--- src/rtl/chimera_pkg.sv ---
// Shared types and defaults for the Chimera cluster power sequencer.
package chimera_pkg;

    typedef enum logic [2:0] {
        PWR_ON    = 3'd0,
        PWR_ISO   = 3'd1,
        PWR_RST   = 3'd2,
        PWR_OFF   = 3'd3,
        PWR_WAKE  = 3'd4,
        PWR_DEISO = 3'd5
    } cluster_pwr_state_e;

    localparam int unsigned DefaultRstHoldCycles = 8;
    localparam int unsigned DefaultIsoTimeout    = 64;

    // Counter wide enough for both the reset hold and the isolation timeout.
    function automatic int unsigned cnt_width(int unsigned rst_hold, int unsigned iso_timeout);
        return $clog2(((rst_hold > iso_timeout) ? rst_hold : iso_timeout) + 1);
    endfunction

endpackage

--- src/rtl/chimera_cluster_pwr_fsm.sv ---
// Single-cluster power sequencer: isolate -> reset -> gate on the way down,
// ungate -> reset hold -> release -> de-isolate on the way up.
module chimera_cluster_pwr_fsm
    import chimera_pkg::*;
#(
    parameter bit          BootOn        = 1'b1,
    parameter int unsigned RstHoldCycles = DefaultRstHoldCycles,
    parameter int unsigned IsoTimeout    = DefaultIsoTimeout
) (
    input  logic soc_clk_i,
    input  logic rst_i,
    input  logic pwr_req_i,
    input  logic err_clr_i,
    input  logic iso_ack_i,
    output logic rst_cluster_no,
    output logic clkgate_en_o,
    output logic iso_en_o,
    output logic pwr_on_o,
    output logic busy_o,
    output logic err_o
);

    localparam int unsigned CntW = cnt_width(RstHoldCycles, IsoTimeout);
    localparam logic [CntW-1:0] RstLast = CntW'(RstHoldCycles - 1);
    localparam logic [CntW-1:0] IsoLast = CntW'(IsoTimeout - 1);
    localparam cluster_pwr_state_e BootState = BootOn ? PWR_ON : PWR_OFF;

    cluster_pwr_state_e state_q, state_d;
    logic [CntW-1:0]    cnt_q, cnt_d, cnt_inc;
    logic               err_set, iso_timeout;

    assign cnt_inc     = (&cnt_q) ? cnt_q : cnt_q + 1'b1;
    assign iso_timeout = (IsoTimeout != 0) && (cnt_q == IsoLast);

    // NOTE: every always_comb output gets a default first so no path can infer a latch.
    always_comb begin
        state_d = state_q;
        cnt_d   = cnt_q;
        err_set = 1'b0;
        unique case (state_q)
            PWR_ON: begin
                if (!pwr_req_i) begin
                    state_d = PWR_ISO;
                    cnt_d   = '0;
                end
            end
            PWR_ISO: begin
                if (iso_ack_i || iso_timeout) begin
                    state_d = PWR_RST;
                    cnt_d   = '0;
                    err_set = !iso_ack_i;
                end else begin
                    cnt_d = cnt_inc;
                end
            end
            PWR_RST: begin
                if (cnt_q == RstLast) begin
                    state_d = PWR_OFF;
                    cnt_d   = '0;
                end else begin
                    cnt_d = cnt_inc;
                end
            end
            PWR_OFF: begin
                if (pwr_req_i) begin
                    state_d = PWR_WAKE;
                    cnt_d   = '0;
                end
            end
            PWR_WAKE: begin
                if (cnt_q == RstLast) begin
                    state_d = PWR_DEISO;
                    cnt_d   = '0;
                end else begin
                    cnt_d = cnt_inc;
                end
            end
            PWR_DEISO: begin
                if (!iso_ack_i || iso_timeout) begin
                    state_d = PWR_ON;
                    cnt_d   = '0;
                    err_set = iso_ack_i;
                end else begin
                    cnt_d = cnt_inc;
                end
            end
            default: begin
                state_d = BootState;
                cnt_d   = '0;
            end
        endcase
    end

    // NOTE: sequential state uses non-blocking assignments so all flops update together.
    always_ff @(posedge soc_clk_i) begin
        if (rst_i) begin
            state_q <= BootState;
            cnt_q   <= '0;
            err_o   <= 1'b0;
        end else begin
            state_q <= state_d;
            cnt_q   <= cnt_d;
            err_o   <= (err_o & ~err_clr_i) | err_set;
        end
    end

    // Moore decode: outputs depend on the registered state only.
    always_comb begin
        rst_cluster_no = 1'b0;
        clkgate_en_o   = 1'b0;
        iso_en_o       = 1'b1;
        unique case (state_q)
            PWR_ON:    begin rst_cluster_no = 1'b1; iso_en_o = 1'b0; end
            PWR_ISO:   begin rst_cluster_no = 1'b1; end
            PWR_RST:   begin end
            PWR_OFF:   begin clkgate_en_o = 1'b1; end
            PWR_WAKE:  begin end
            PWR_DEISO: begin rst_cluster_no = 1'b1; iso_en_o = 1'b0; end
            default:   begin end
        endcase
    end

    assign pwr_on_o = (state_q == PWR_ON);
    assign busy_o   = (state_q != PWR_ON) && (state_q != PWR_OFF);

endmodule

--- src/rtl/chimera_cluster_pwr_seq.sv ---
// Per-cluster power sequencer array with a shared error interrupt.
module chimera_cluster_pwr_seq
    import chimera_pkg::*;
#(
    parameter int unsigned          NumClusters   = 5,
    parameter logic [NumClusters-1:0] BootOnMask  = '1,
    parameter int unsigned          RstHoldCycles = DefaultRstHoldCycles,
    parameter int unsigned          IsoTimeout    = DefaultIsoTimeout
) (
    input  logic                   soc_clk_i,
    input  logic                   rst_i,
    input  logic [NumClusters-1:0] pwr_req_i,
    input  logic [NumClusters-1:0] err_clr_i,
    input  logic [NumClusters-1:0] iso_ack_i,
    output logic [NumClusters-1:0] rst_clusters_no,
    output logic [NumClusters-1:0] clkgate_en_o,
    output logic [NumClusters-1:0] iso_en_o,
    output logic [NumClusters-1:0] pwr_on_o,
    output logic [NumClusters-1:0] busy_o,
    output logic [NumClusters-1:0] err_o,
    output logic                   irq_o
);

    for (genvar c = 0; c < NumClusters; c++) begin : g_cluster
        chimera_cluster_pwr_fsm #(
            .BootOn        (BootOnMask[c]),
            .RstHoldCycles (RstHoldCycles),
            .IsoTimeout    (IsoTimeout)
        ) u_fsm (
            .soc_clk_i      (soc_clk_i),
            .rst_i          (rst_i),
            .pwr_req_i      (pwr_req_i[c]),
            .err_clr_i      (err_clr_i[c]),
            .iso_ack_i      (iso_ack_i[c]),
            .rst_cluster_no (rst_clusters_no[c]),
            .clkgate_en_o   (clkgate_en_o[c]),
            .iso_en_o       (iso_en_o[c]),
            .pwr_on_o       (pwr_on_o[c]),
            .busy_o         (busy_o[c]),
            .err_o          (err_o[c])
        );
    end

    always_ff @(posedge soc_clk_i) begin
        if (rst_i) irq_o <= 1'b0;
        else       irq_o <= |err_o;
    end

endmodule

--- config.mk ---
export PLATFORM = sky130hd
export DESIGN_NAME = chimera_cluster_pwr_seq
export DESIGN_NICKNAME = d
export VERILOG_FILES = /design/src/rtl/chimera_pkg.sv /design/src/rtl/chimera_cluster_pwr_fsm.sv /design/src/rtl/chimera_cluster_pwr_seq.sv
export SDC_FILE = /design/constraint.sdc
export NUM_CORES = 1
export LEC_CHECK = 0
export ABC_AREA = 0
export BUFFER_PORTS_ARGS = -buffer_cell sky130_fd_sc_hd__clkbuf_2
export CAP_MARGIN = 0
export CORE_MARGIN = 2
export CORE_UTILIZATION = 59
export DETAILED_ROUTE_END_ITERATION = 16
export GPL_TIMING_DRIVEN = 0
export PLACE_DENSITY = 0.84
export SYNTH_ARGS = -nofsm -noshare
export SYNTH_HDL_FRONTEND = slang
export SYNTH_HIERARCHICAL = 1
export SYNTH_SLANG_ARGS = --single-unit
export TNS_END_PERCENT = 50
--- constraint.sdc ---
create_clock -name soc_clk_i -period 2 [get_ports soc_clk_i]
set_input_delay 0.2 -clock soc_clk_i [delete_from_list [all_inputs] [get_ports soc_clk_i]]
set_output_delay 0.2 -clock soc_clk_i [all_outputs]
set_load 0.1 [all_outputs]
==> flow_summary.toml <==
[outcome]
outcome = "finished clean"

[worst_setup_path]
critPathMostFrequentCell = "buf_6"
rr_endpoint = "g_cluster[2].u_fsm/cnt_q[0]$_SDFFE_PP0P_"
r2r_cells = 7
critPathLaunchType = "register"
path_cells = "ha_1, and2_1, buf_6, a311oi_2, buf_6, o211ai_1, a31oi_1"
critical_path.endpoint = "g_cluster[2].u_fsm/cnt_q[0]$_SDFFE_PP0P_"
cpPeakStageDelay_ns = 0.42
path_buf_inv = 2
crit_start = "g_cluster[2].u_fsm/cnt_q[0]$_SDFFE_PP0P_"
required_ns = 2.23
r2r_start = "g_cluster[2].u_fsm/cnt_q[0]$_SDFFE_PP0P_"
worstSetupPathDepth = 7
crit_family = "compound AO/OA/AOI/OAI gates"
arrival_ns = 2.17
worst-setup-path-type = "register to register"
slowest_stage = "a311oi_2"
cp_max_fo = 10
worstSetupEndpointType = "register"
r2r_setup_slack_ns = 0.07

[timing]
relSlewSlack_pct = 54.54
final_max_slew_viol_count = 0
finalSetupViolCount = 0
max_freq_mhz = 517.9
rsz0062_at_grt = "true"
min_period_ns = 1.931
hold_viol_final = 0
tightest_slew_ns = 0.6761
post-route-period-util_pct = 96.55
fin_skew_ns = 0.007154
hold_ws_ns = 0.1760

[synth]
synth_cell_types = 52
ys.flop_type = "dfxtp_1"
synth_compound_area_share_pct = 33.82
synth-async-reset-ratio_pct = 0
post-synth-top-area-cell = "dfxtp_1"
synthAdderAreaFrac_pct = 1.573
synth_seq_cells = 56
synth-xor-area-share_pct = 3.523
synth_cells = 461
yosysWarnings = 6
syn-num-nets = 483
ys_seq_area_share_pct = 28.18
synthTopCellsByArea = "dfxtp_1, buf_6, a211oi_2"
synth_edf_count = 0
syn_area_per_cell_sq_um = 8.628
syn-cell-area_sq_um = 3978
synth_top_area_share_pct = 28.18
synthSimpleGateAreaFrac_pct = 21.89
synthMuxAreaShare_pct = 1.007
synth_top_family_by_area = "compound AO/OA/AOI/OAI gates"

[cells_and_area]
final_area_sq_um = 4582
area_growth_pct = 15.19
layout.nets = 540
num_antenna_cells = 0
final_cells = 596
drive_gt1_share_pct = 29.29

[clocking]
cts_sinks = 56
clkSlewWorstSetupHoldPaths_ns = 0.10
worstSkewPairLatency_ns = 0.30
clock_path_buffers = 2
cts.htree.levels = 2
cts_buffers = 5
cts_tree = "done"
cts_root_buf = "clkbuf_8"
cts-hold-fix-buffers = 0

[die]
row_count = 29
die_h_microns = 86.11
die_area_sq_um = 7414
start_util_pct = 61.93
coreArea_sq_um = 6422
die_w_microns = 86.11
io_pins = 48

[detailed_routing]
drtPass1Iterations = 5
wl_mm = 9.149
vias_per_cell = 6.317
vias = 3765
drtAntennaViolNets = 0
first_iter_violations = 187
wire_per_inst_microns = 15.35
drc_errors = 0

[grt]
antenna_found_initial = 0
grt_pass1_wl_mm = 14.99
track_usage_pct = 24.08
grt_overflow_total = 0
grt_pass1_vias = 3341
grt_max_degree = 17

[place]
portBuffers = 47
dp_hpwl_mm = 6.624
gp_congestion = 0.9265
placed_cell_area_sq_um = 4417
placed_cells = 585

[run]
maxCapViolCount = 0

[hold_path]
hp-class = "primary input to register"

[power]
powerDensity_nw_per_um2 = 875.5
vdd_ir_drop_max_mv = 0.6299
leakagePower_uw = 0.001553
==> routing by layer <==
layer | global-route usage (%) | part of all wire [%]
met1 | 30.74 | 45
met2 | 42.85 | 49
met3 | 3.369 | 4.0
met4 | 5.483 | 1.2
met5 | 0 | 0
==> cells in the mapped netlist, drive strengths merged (5+ instances only) <==
| cell | n |
|---|---|
| buf | 36 |
| o22ai | 11 |
| nor3b | 5 |
| a21oi | 28 |
| ha | 5 |
| o21ai | 20 |
| nor3 | 26 |
| a41oi | 8 |
| and3 | 9 |
| a31oi | 21 |
| a2111oi | 6 |
| and2 | 7 |
| xnor2 | 11 |
| a211oi | 13 |
| nand3 | 20 |
| nand2b | 10 |
| o31ai | 10 |
| inv | 24 |
| or4 | 6 |
| nor2b | 5 |
| dfxtp | 56 |
| nand2 | 25 |
| xor2 | 5 |
| o211ai | 20 |
| a311oi | 8 |
| nor2 | 30 |
==> final cells by class <==
cell class / count / area, sq um
multi-input combinational: 345 / 2596
fill: 495 / 1841
sequential: 56 / 1121
buffer: 36 / 307.8
timing repair buffer: 50 / 262.8
tap: 77 / 96.34
inverter: 24 / 90.09
clock buffer: 6 / 72.57
clock inverter: 2 / 35.03
==> kinds of logic (layout without fill, tap and decap cells) <==
| family | Yosys count | count (layout) |
|---|---|---|
| buffers and inverters | 60 | 118 |
| and+or+nand+nor | 155 | 155 |
| AOI/OAI and AO/OA | 165 | 165 |
| xor gates and xnor gates | 16 | 16 |
| muxes | 4 | 4 |
| DFF | 56 | 56 |
| adders and majority gates | 5 | 5 |
==> stage by stage <==
step	worst slack, ns	utilization [%]	total power [uW]	TNS (ns)
2_1_floorplan	-0.2707	-	2971	-1.064
3_3_place_gp	0.09372	68.77	3224	0
3_5_place_dp	0.04659	68.77	3262	0
4_1_cts	0.02316	70.45	3994	0
5_1_grt	-0.007159	71.34	4205	-0.01047
6_report	0.06905	71.34	4011	0
==> power breakdown <==
group / total [uW] / internal [uW] / switching [uW] / leakage (uW)
registers: 1220 / 1180 / 46.4 / 0.000454
logic: 2060 / 514 / 1550 / 0.00104
clock network: 728 / 372 / 356 / 0.0000552
total: 4010 / 2060 / 1950 / 0.00155
==> worst reg2reg max path: stages, from the launching register on <==
cell      delay, ns
dfxtp_1        0.37
ha_1           0.25
and2_1         0.18
buf_6          0.14
a311oi_2       0.42
buf_6          0.21
o211ai_1       0.12
a31oi_1        0.19
==> worst min-delay path by stage <==
stage | startpoint | end | slack (ns) | cells past startpoint
global route | pwr_req_i[4] | g_cluster[4].u_fsm/state_q[2]$_SDFFE_PP0P_ | 0.18 | 3
CTS | pwr_req_i[4] | g_cluster[4].u_fsm/state_q[2]$_SDFFE_PP0P_ | 0.17 | 3
finish | pwr_req_i[4] | g_cluster[4].u_fsm/state_q[2]$_SDFFE_PP0P_ | 0.18 | 3
global placement | err_clr_i[4] | g_cluster[4].u_fsm/err_o$_SDFF_PP0_ | 0.48 | 4
detailed placement | g_cluster[3].u_fsm/cnt_q[1]$_SDFFE_PP0P_ | g_cluster[3].u_fsm/cnt_q[1]$_SDFFE_PP0P_ | 0.50 | 2
floorplan | rst_i | irq_o$_SDFF_PP0_ | 0.27 | 1
==> placed cells by master (no fill, tap or decap), types with 17 or more instances in the layout <==
cell type   n
o211ai_1   20
nand2_1    25
inv_1      24
nor2_1     21
dfxtp_1    56
a31oi_1    21
nor3_1     17
clkbuf_2   45
buf_6      17
a21oi_1    27
nand3_1    20
==> sequential cells by signal, summed over array words and instances, names as in the netlist <==
signal,flops
irq_o,1
g_cluster.u_fsm/cnt_q,35
g_cluster.u_fsm/err_o,5
g_cluster.u_fsm/state_q,15
==> repair_timing <==
item | in CTS | in global routing
resized for setup | 0 | 7
buffers inserted | 0 | 3
setup endpoints to repair | 0 | 8
(Power assumes the default switching activity.)
